--- src/rtl/schommel_besturing_pkg.sv ---
// rtl/schommel_besturing_pkg.sv - shared types, widths and helpers for the cradle rocking controller
package schommel_besturing_pkg;

    typedef enum logic [2:0] {
        IDLE,
        EVAL,
        DECIDE,
        RAMP,
        ALARM
    } state_t;

    localparam int FREQ_W = 2;
    localparam int AMP_W  = 3;
    localparam int CNT_W  = 8;

    localparam logic [AMP_W-1:0]  AMP_MAX  = 3'd7;
    localparam logic [FREQ_W-1:0] FREQ_MAX = 2'd3;

    // Calm/fail counters stick at all-ones instead of wrapping.
    function automatic logic [CNT_W-1:0] sat_inc(input logic [CNT_W-1:0] v);
        return (v == {CNT_W{1'b1}}) ? v : v + CNT_W'(1);
    endfunction

endpackage

--- src/rtl/schommel_pwm.sv ---
// rtl/schommel_pwm.sv - motor PWM generator and swing direction toggler
module schommel_pwm
    import schommel_besturing_pkg::*;
#(
    parameter int PWM_BITS = 8
) (
    input  logic              clk,
    input  logic              reset,
    input  logic              clk12,
    input  logic              en,
    input  logic [FREQ_W-1:0] freq,
    input  logic [AMP_W-1:0]  amp,
    output logic              pwm,
    output logic              dir
);

    logic [PWM_BITS-1:0] cnt;
    logic [PWM_BITS-1:0] thr;
    logic [2:0]          dir_cnt;
    logic [2:0]          dir_last;

    assign thr      = PWM_BITS'(amp) << (PWM_BITS - AMP_W);
    assign dir_last = 3'd3 - 3'(freq);

    // >= rather than == so a freq step mid-count never skips a toggle.
    always_ff @(posedge clk) begin
        if (reset) begin
            cnt     <= '0;
            pwm     <= 1'b0;
            dir     <= 1'b0;
            dir_cnt <= '0;
        end else begin
            cnt <= cnt + PWM_BITS'(1);
            pwm <= en && (cnt < thr);
            if (!en) begin
                dir     <= 1'b0;
                dir_cnt <= '0;
            end else if (clk12) begin
                if (dir_cnt >= dir_last) begin
                    dir     <= ~dir;
                    dir_cnt <= '0;
                end else begin
                    dir_cnt <= dir_cnt + 3'd1;
                end
            end
        end
    end

endmodule

--- src/rtl/schommel_besturing.sv ---
// rtl/schommel_besturing.sv - closed-loop cradle rocking controller top
module schommel_besturing
    import schommel_besturing_pkg::*;
#(
    parameter int EVAL_TICKS   = 8,
    parameter int CALM_WINDOWS = 3,
    parameter int MAX_FAIL     = 4,
    parameter int PWM_BITS     = 8
) (
    input  logic              clk,
    input  logic              reset,
    input  logic              clk12,
    input  logic              start,
    input  logic              stop,
    input  logic              gedaald,
    input  logic              gelijk,
    output logic [FREQ_W-1:0] freq,
    output logic [AMP_W-1:0]  amp,
    output logic              motor_en,
    output logic              motor_pwm,
    output logic              motor_dir,
    output logic              alarm
);

    localparam int TICK_W = $clog2(EVAL_TICKS);
    localparam logic [TICK_W-1:0] TICK_LAST = TICK_W'(EVAL_TICKS - 1);
    localparam logic [CNT_W-1:0]  CALM_LIM  = CNT_W'(CALM_WINDOWS);
    localparam logic [CNT_W-1:0]  FAIL_LIM  = CNT_W'(MAX_FAIL);

    state_t             state, state_nxt;
    logic [FREQ_W-1:0]  freq_nxt, prev_freq, prev_freq_nxt;
    logic [AMP_W-1:0]   amp_nxt, prev_amp, prev_amp_nxt;
    logic               en_nxt, alarm_nxt;
    logic [TICK_W-1:0]  tick_cnt, tick_nxt;
    logic               seen_dal, seen_nxt;
    logic               gelijk_s, gelijk_nxt;
    logic [CNT_W-1:0]   calm_cnt, calm_nxt, calm_inc;
    logic [CNT_W-1:0]   fail_cnt, fail_nxt, fail_inc;

    always_ff @(posedge clk) begin
        if (reset) begin
            state     <= IDLE;
            freq      <= '0;
            amp       <= '0;
            prev_freq <= '0;
            prev_amp  <= '0;
            motor_en  <= 1'b0;
            alarm     <= 1'b0;
            tick_cnt  <= '0;
            seen_dal  <= 1'b0;
            gelijk_s  <= 1'b0;
            calm_cnt  <= '0;
            fail_cnt  <= '0;
        end else begin
            state     <= state_nxt;
            freq      <= freq_nxt;
            amp       <= amp_nxt;
            prev_freq <= prev_freq_nxt;
            prev_amp  <= prev_amp_nxt;
            motor_en  <= en_nxt;
            alarm     <= alarm_nxt;
            tick_cnt  <= tick_nxt;
            seen_dal  <= seen_nxt;
            gelijk_s  <= gelijk_nxt;
            calm_cnt  <= calm_nxt;
            fail_cnt  <= fail_nxt;
        end
    end

    always_comb begin
        state_nxt     = state;
        freq_nxt      = freq;
        amp_nxt       = amp;
        prev_freq_nxt = prev_freq;
        prev_amp_nxt  = prev_amp;
        en_nxt        = motor_en;
        alarm_nxt     = alarm;
        tick_nxt      = tick_cnt;
        seen_nxt      = seen_dal;
        gelijk_nxt    = gelijk_s;
        calm_nxt      = calm_cnt;
        fail_nxt      = fail_cnt;
        calm_inc      = sat_inc(calm_cnt);
        fail_inc      = sat_inc(fail_cnt);

        unique case (state)
            IDLE: begin
                if (start && !stop) begin
                    state_nxt     = EVAL;
                    freq_nxt      = '0;
                    amp_nxt       = AMP_W'(1);
                    prev_freq_nxt = '0;
                    prev_amp_nxt  = AMP_W'(1);
                    en_nxt        = 1'b1;
                    tick_nxt      = '0;
                    seen_nxt      = 1'b0;
                    calm_nxt      = '0;
                    fail_nxt      = '0;
                end
            end
            EVAL: begin
                if (stop) begin
                    state_nxt = RAMP;
                end else begin
                    if (gedaald) seen_nxt = 1'b1;
                    if (clk12) begin
                        if (tick_cnt == TICK_LAST) begin
                            state_nxt  = DECIDE;
                            gelijk_nxt = gelijk;
                        end else begin
                            tick_nxt = tick_cnt + TICK_W'(1);
                        end
                    end
                end
            end
            DECIDE: begin
                tick_nxt = '0;
                seen_nxt = 1'b0;
                if (stop) begin
                    state_nxt = RAMP;
                end else if (seen_dal) begin
                    fail_nxt  = '0;
                    calm_nxt  = calm_inc;
                    state_nxt = (calm_inc >= CALM_LIM) ? RAMP : EVAL;
                end else if (gelijk_s) begin
                    prev_freq_nxt = freq;
                    prev_amp_nxt  = amp;
                    calm_nxt      = '0;
                    state_nxt     = EVAL;
                    if (amp != AMP_MAX) begin
                        amp_nxt = amp + AMP_W'(1);
                    end else if (freq != FREQ_MAX) begin
                        freq_nxt = freq + FREQ_W'(1);
                        amp_nxt  = AMP_W'(1);
                    end
                end else begin
                    // Stress rose: undo the last advance and count the miss.
                    freq_nxt = prev_freq;
                    amp_nxt  = prev_amp;
                    calm_nxt = '0;
                    fail_nxt = fail_inc;
                    if (fail_inc >= FAIL_LIM) begin
                        state_nxt = ALARM;
                        alarm_nxt = 1'b1;
                        amp_nxt   = '0;
                        en_nxt    = 1'b0;
                    end else begin
                        state_nxt = EVAL;
                    end
                end
            end
            RAMP: begin
                if (clk12 || amp == '0) begin
                    if (amp <= AMP_W'(1)) begin
                        state_nxt = IDLE;
                        amp_nxt   = '0;
                        freq_nxt  = '0;
                        en_nxt    = 1'b0;
                    end else begin
                        amp_nxt = amp - AMP_W'(1);
                    end
                end
            end
            ALARM: begin
                if (stop) begin
                    state_nxt = IDLE;
                    alarm_nxt = 1'b0;
                    freq_nxt  = '0;
                end
            end
            default: state_nxt = IDLE;
        endcase
    end

    schommel_pwm #(
        .PWM_BITS(PWM_BITS)
    ) u_pwm (
        .clk   (clk),
        .reset (reset),
        .clk12 (clk12),
        .en    (motor_en),
        .freq  (freq),
        .amp   (amp),
        .pwm   (motor_pwm),
        .dir   (motor_dir)
    );

endmodule
--- config.mk ---
export PLATFORM = sky130hd
export DESIGN_NAME = schommel_besturing
export DESIGN_NICKNAME = d
export VERILOG_FILES = /design/src/rtl/schommel_besturing_pkg.sv /design/src/rtl/schommel_pwm.sv /design/src/rtl/schommel_besturing.sv
export SDC_FILE = /design/constraint.sdc
export NUM_CORES = 1
export LEC_CHECK = 0
export CAP_MARGIN = 40
export CORE_MARGIN = 3
export CORE_UTILIZATION = 40
export CTS_CLUSTER_DIAMETER = 150
export DETAILED_ROUTE_END_ITERATION = 10
export PLACE_DENSITY = 0.66
export SETUP_SLACK_MARGIN = 0.15
export SYNTH_ARGS = -nofsm -noshare
export SYNTH_HDL_FRONTEND = slang
export SYNTH_SLANG_ARGS = --single-unit
--- constraint.sdc ---
create_clock -name clk -period 2 [get_ports clk]
set_input_delay 0.6 -clock clk [delete_from_list [all_inputs] [get_ports clk]]
set_output_delay 0.6 -clock clk [all_outputs]
set_load 0.005 [all_outputs]
==> impl_metrics.xml <==
<?xml version="1.0" encoding="UTF-8"?>
<metrics>
  <group name="run_status">
    <metric name="run_status" unit="">finished, final reports clean</metric>
  </group>
  <group name="cts">
    <metric name="clock_sinks" unit="">49</metric>
    <metric name="cts-htree-levels" unit="">2</metric>
    <metric name="post_cts_hold_buffer_count" unit="">0</metric>
    <metric name="clock-root-buffer" unit="">sky130_fd_sc_hd__clkbuf_8</metric>
    <metric name="clock_insertion_delay_worst_skew" unit="ns">0.31</metric>
    <metric name="worst_setup_hold_path_clk_slew" unit="ns">0.09</metric>
    <metric name="cts_buffers" unit="">5</metric>
    <metric name="clk_path_buf_depth" unit="">2</metric>
    <metric name="tritoncts_clock_tree" unit="">built</metric>
  </group>
  <group name="route">
    <metric name="vias" unit="">2827</metric>
    <metric name="postRouteAntennaNets" unit="">0</metric>
    <metric name="violation_count_after_the_first_detailed_routing_iteration" unit="">147</metric>
    <metric name="routed_wire_length_per_instance" unit="µm">14.7</metric>
    <metric name="avgViaCountPerCell" unit="">5.58</metric>
    <metric name="drcViolationCount" unit="">0</metric>
    <metric name="number_of_optimization_iterations_in_the_first_detailed_route_pass" unit="">5</metric>
    <metric name="drt-total-wl" unit="mm">7.48</metric>
  </group>
  <group name="critical_path">
    <metric name="critical_path.endpoint_type" unit="">flip-flop</metric>
    <metric name="cp_data_required_time" unit="ns">2.24</metric>
    <metric name="worst-setup-path-type" unit="">flip-flop to flip-flop</metric>
    <metric name="crit_path_cell_trace" unit="">and4_4, and2_4, o41ai_4, buf_6, a2111o_1, a21oi_1</metric>
    <metric name="cp_slowest_stage_delay" unit="ns">0.46</metric>
    <metric name="slowest_stage" unit="">sky130_fd_sc_hd__dfxtp_1</metric>
    <metric name="cp_data_arrival_time" unit="ns">2.07</metric>
    <metric name="critical_path.max_fanout" unit="">6</metric>
    <metric name="worst_setup_path_start_kind" unit="">flip-flop</metric>
  </group>
  <group name="synthesis">
    <metric name="ys.warnings.count" unit="">0</metric>
    <metric name="netlist_instances" unit="">371</metric>
    <metric name="async_flop_share" unit="%">0</metric>
    <metric name="synth_area_leaders" unit="">sky130_fd_sc_hd__dfxtp_1 (31%), sky130_fd_sc_hd__ha_1 (6.4%), sky130_fd_sc_hd__a21oi_1 (4.6%)</metric>
    <metric name="syn_avg_cell_area" unit="µm²">8.42</metric>
    <metric name="synth_top_area_share" unit="%">31.4</metric>
    <metric name="mappedNetlistNets" unit="">394</metric>
    <metric name="synth_cell_types" unit="">76</metric>
    <metric name="dominant_register_cell_in_the_synthesized_netlist" unit="">sky130_fd_sc_hd__dfxtp_1</metric>
    <metric name="synth_area" unit="µm²">3120</metric>
    <metric name="synth.most_common_cell" unit="">sky130_fd_sc_hd__dfxtp_1</metric>
    <metric name="ys_seq_area_share" unit="%">31.4</metric>
    <metric name="synth.largest_area_cell" unit="">sky130_fd_sc_hd__dfxtp_1</metric>
    <metric name="synth.top_cells.by_count" unit="">sky130_fd_sc_hd__dfxtp_1 (49), sky130_fd_sc_hd__nor2_1 (34), sky130_fd_sc_hd__a21oi_1 (29), sky130_fd_sc_hd__nand3_1 (24), sky130_fd_sc_hd__nand2_1 (22)</metric>
    <metric name="number_of_enable_type_register_cells_in_the_synthesized_netlist" unit="">0</metric>
    <metric name="postSynthRegisterBits" unit="">49</metric>
  </group>
  <group name="sta">
    <metric name="fin_hold_ws" unit="ns">0.441</metric>
    <metric name="achievable_freq" unit="MHz">545</metric>
    <metric name="timing.final.max_slew_violations" unit="">0</metric>
    <metric name="final_hold_violating_endpoints" unit="">0</metric>
    <metric name="layout_min_cycle_time" unit="ns">1.84</metric>
    <metric name="fin_skew" unit="ns">0.0105</metric>
    <metric name="grt_setup_unrepaired" unit="">yes</metric>
    <metric name="slew-limit-headroom" unit="%">67.2</metric>
    <metric name="min_period_over_period" unit="%">91.8</metric>
    <metric name="timing_worst_slew_pin_value" unit="ns">0.487</metric>
    <metric name="finalSetupViolations" unit="">0</metric>
  </group>
  <group name="layout">
    <metric name="finalInstanceArea" unit="µm²">3740</metric>
    <metric name="fin_nets" unit="">430</metric>
    <metric name="syn2layout_area_growth" unit="%">19.7</metric>
    <metric name="ratio_of_cells_with_drive_above_1_in_the_final_layout" unit="%">23.0</metric>
    <metric name="fillerInstances" unit="">738</metric>
    <metric name="antenna_cells" unit="">0</metric>
  </group>
  <group name="global_route">
    <metric name="grt_pass1_wl" unit="mm">12.8</metric>
    <metric name="globalRouteOverflowTotal" unit="">0</metric>
    <metric name="grt.total_usage" unit="%">17.5</metric>
    <metric name="grt_antenna_before_repair" unit="">0</metric>
    <metric name="first_global_vias" unit="">2748</metric>
    <metric name="grt_start_max_net_pins" unit="">18</metric>
  </group>
  <group name="floorplanning">
    <metric name="design.die.area" unit="µm²">8900</metric>
    <metric name="num_rows" unit="">31</metric>
    <metric name="core_area" unit="µm²">7410</metric>
    <metric name="die_h" unit="µm">94.4</metric>
    <metric name="die_width" unit="µm">94.4</metric>
    <metric name="initial_core_utilization" unit="%">42.2</metric>
    <metric name="io-pin-count" unit="">16</metric>
  </group>
  <group name="flow_run">
    <metric name="cap_viol_max_count" unit="">0</metric>
  </group>
  <group name="power_and_ir_drop">
    <metric name="ir_drop" unit="V">0.000356</metric>
    <metric name="power.density" unit="nW/µm²">515</metric>
    <metric name="p_total" unit="µW">1920</metric>
    <metric name="static-leakage-power" unit="µW">0.00132</metric>
  </group>
  <group name="place">
    <metric name="placedInstanceArea" unit="µm²">3520</metric>
    <metric name="dp.final_hpwl" unit="mm">5.45</metric>
    <metric name="routabilityCongestion" unit="">0.862</metric>
    <metric name="numPortBuffers" unit="">15</metric>
  </group>
  <group name="hold_path">
    <metric name="hold_class" unit="">flip-flop to flip-flop</metric>
  </group>
</metrics>
[layer usage]
layer | global-route usage (%) | up-vias | part of all wire [%]
li1 | - | 1433 | -
met2 | 29.4 | 51 | 47
met5 | 0 | - | 0
met3 | 2.95 | 8 | 3.3
met4 | 4.09 | 0 | 1.1
met1 | 23.4 | 1335 | 49
[layout make-up]
cell class	instances	area (µm²)	area share, %
clock buffer	5	68.8	1.84
inverter	13	52.6	1.41
sequential	49	996	26.6
clock inverter	3	21.3	0.569
tap	99	124	3.31
timing repair buffer	52	435	11.6
multi-input combinational	286	2040	54.6
[cells by family (layout without fill, tap and decap cells)]
group	count (synthesis)	count (layout)	share of synthesized area [%]
AO/OA/AOI/OAI	106	106	25.0
flip-flops	49	49	31.4
multiplexers	7	7	2.24
buffers and inverters	36	73	5.65
AND/OR/NAND/NOR	148	148	26.7
XOR/XNOR	9	9	2.52
adder cells (fa/ha/maj)	16	16	6.41
[final timing paths]
check	startpoint	endpoint	slack [ns]	depth (start not counted)
worst max-delay path	fail_cnt[3]	alarm	0.16	6
worst min register to register	u_pwm.cnt[0]	u_pwm.cnt[0]	0.44	1
worst min-delay path	u_pwm.cnt[0]	u_pwm.cnt[0]	0.44	1
worst max register to register	fail_cnt[3]	alarm	0.16	6
[sequential cells by signal (all words and copies together), names as in the netlist, 2 cells and up]
signal / count
u_pwm.dir_cnt: 3
amp: 3
freq: 2
u_pwm.cnt: 8
state: 3
prev_freq: 2
tick_cnt: 3
fail_cnt: 8
prev_amp: 3
calm_cnt: 8
[timing repair]
action                     CTS  global route
setup endpoints to repair   24            20
pin swaps                    2             3
gates resized for setup     14            18
buffers inserted             2             1
[where the power goes]
group | switching, µW | internal (µW)
combinational | 162 | 146
sequential | 22.1 | 991
clock | 354 | 249
[through the flow]
step           instances  TNS (ns)  util (%)  setup WS (ns)
5_1_grt              507         0      50.5         0.0821
6_report             507         0      50.5          0.165
2_1_floorplan        371         0         -          0.268
3_3_place_gp         496     -4.59      47.6         -0.209
4_1_cts              506         0      49.5          0.179
3_5_place_dp         496     -5.79      47.6         -0.247
[placed cells by master, fill, tap and decap left out, types with 3 or more instances in the layout]
master | Yosys | layout
sky130_fd_sc_hd__nand3b_1 | 5 | 5
sky130_fd_sc_hd__nor2_1 | 34 | 34
sky130_fd_sc_hd__ha_1 | 16 | 14
sky130_fd_sc_hd__dfxtp_1 | 49 | 41
sky130_fd_sc_hd__clkbuf_8 | 0 | 5
sky130_fd_sc_hd__buf_4 | 3 | 35
sky130_fd_sc_hd__clkdlybuf4s50_1 | 0 | 12
sky130_fd_sc_hd__nand2_1 | 22 | 22
sky130_fd_sc_hd__a211oi_1 | 10 | 10
sky130_fd_sc_hd__nor3_1 | 9 | 8
sky130_fd_sc_hd__a2111oi_2 | 2 | 3
sky130_fd_sc_hd__a21oi_1 | 29 | 28
sky130_fd_sc_hd__dfxtp_2 | 0 | 6
sky130_fd_sc_hd__nand3_1 | 24 | 24
sky130_fd_sc_hd__inv_1 | 11 | 10
sky130_fd_sc_hd__and3_1 | 6 | 6
sky130_fd_sc_hd__nor2b_1 | 9 | 8
sky130_fd_sc_hd__o21ai_1 | 6 | 6
sky130_fd_sc_hd__a21o_1 | 3 | 3
sky130_fd_sc_hd__nor4b_2 | 2 | 3
sky130_fd_sc_hd__a31oi_1 | 7 | 6
sky130_fd_sc_hd__o31ai_1 | 4 | 3
sky130_fd_sc_hd__nand2b_1 | 9 | 9
sky130_fd_sc_hd__o21ai_0 | 11 | 11
sky130_fd_sc_hd__xnor2_1 | 4 | 4
sky130_fd_sc_hd__mux2i_1 | 7 | 7
sky130_fd_sc_hd__xor2_1 | 5 | 5
sky130_fd_sc_hd__a311oi_1 | 3 | 3
sky130_fd_sc_hd__nand4_1 | 5 | 5
[critical path: cells and delay by family (launching register included)]
kind / cells / cell delay, ns
buffers and inverters: 1 / 0.15
AND/OR/NAND/NOR: 2 / 0.46
flip-flops: 1 / 0.46
AO/OA/AOI/OAI: 3 / 0.71
Power figures use the tool's default switching activity.
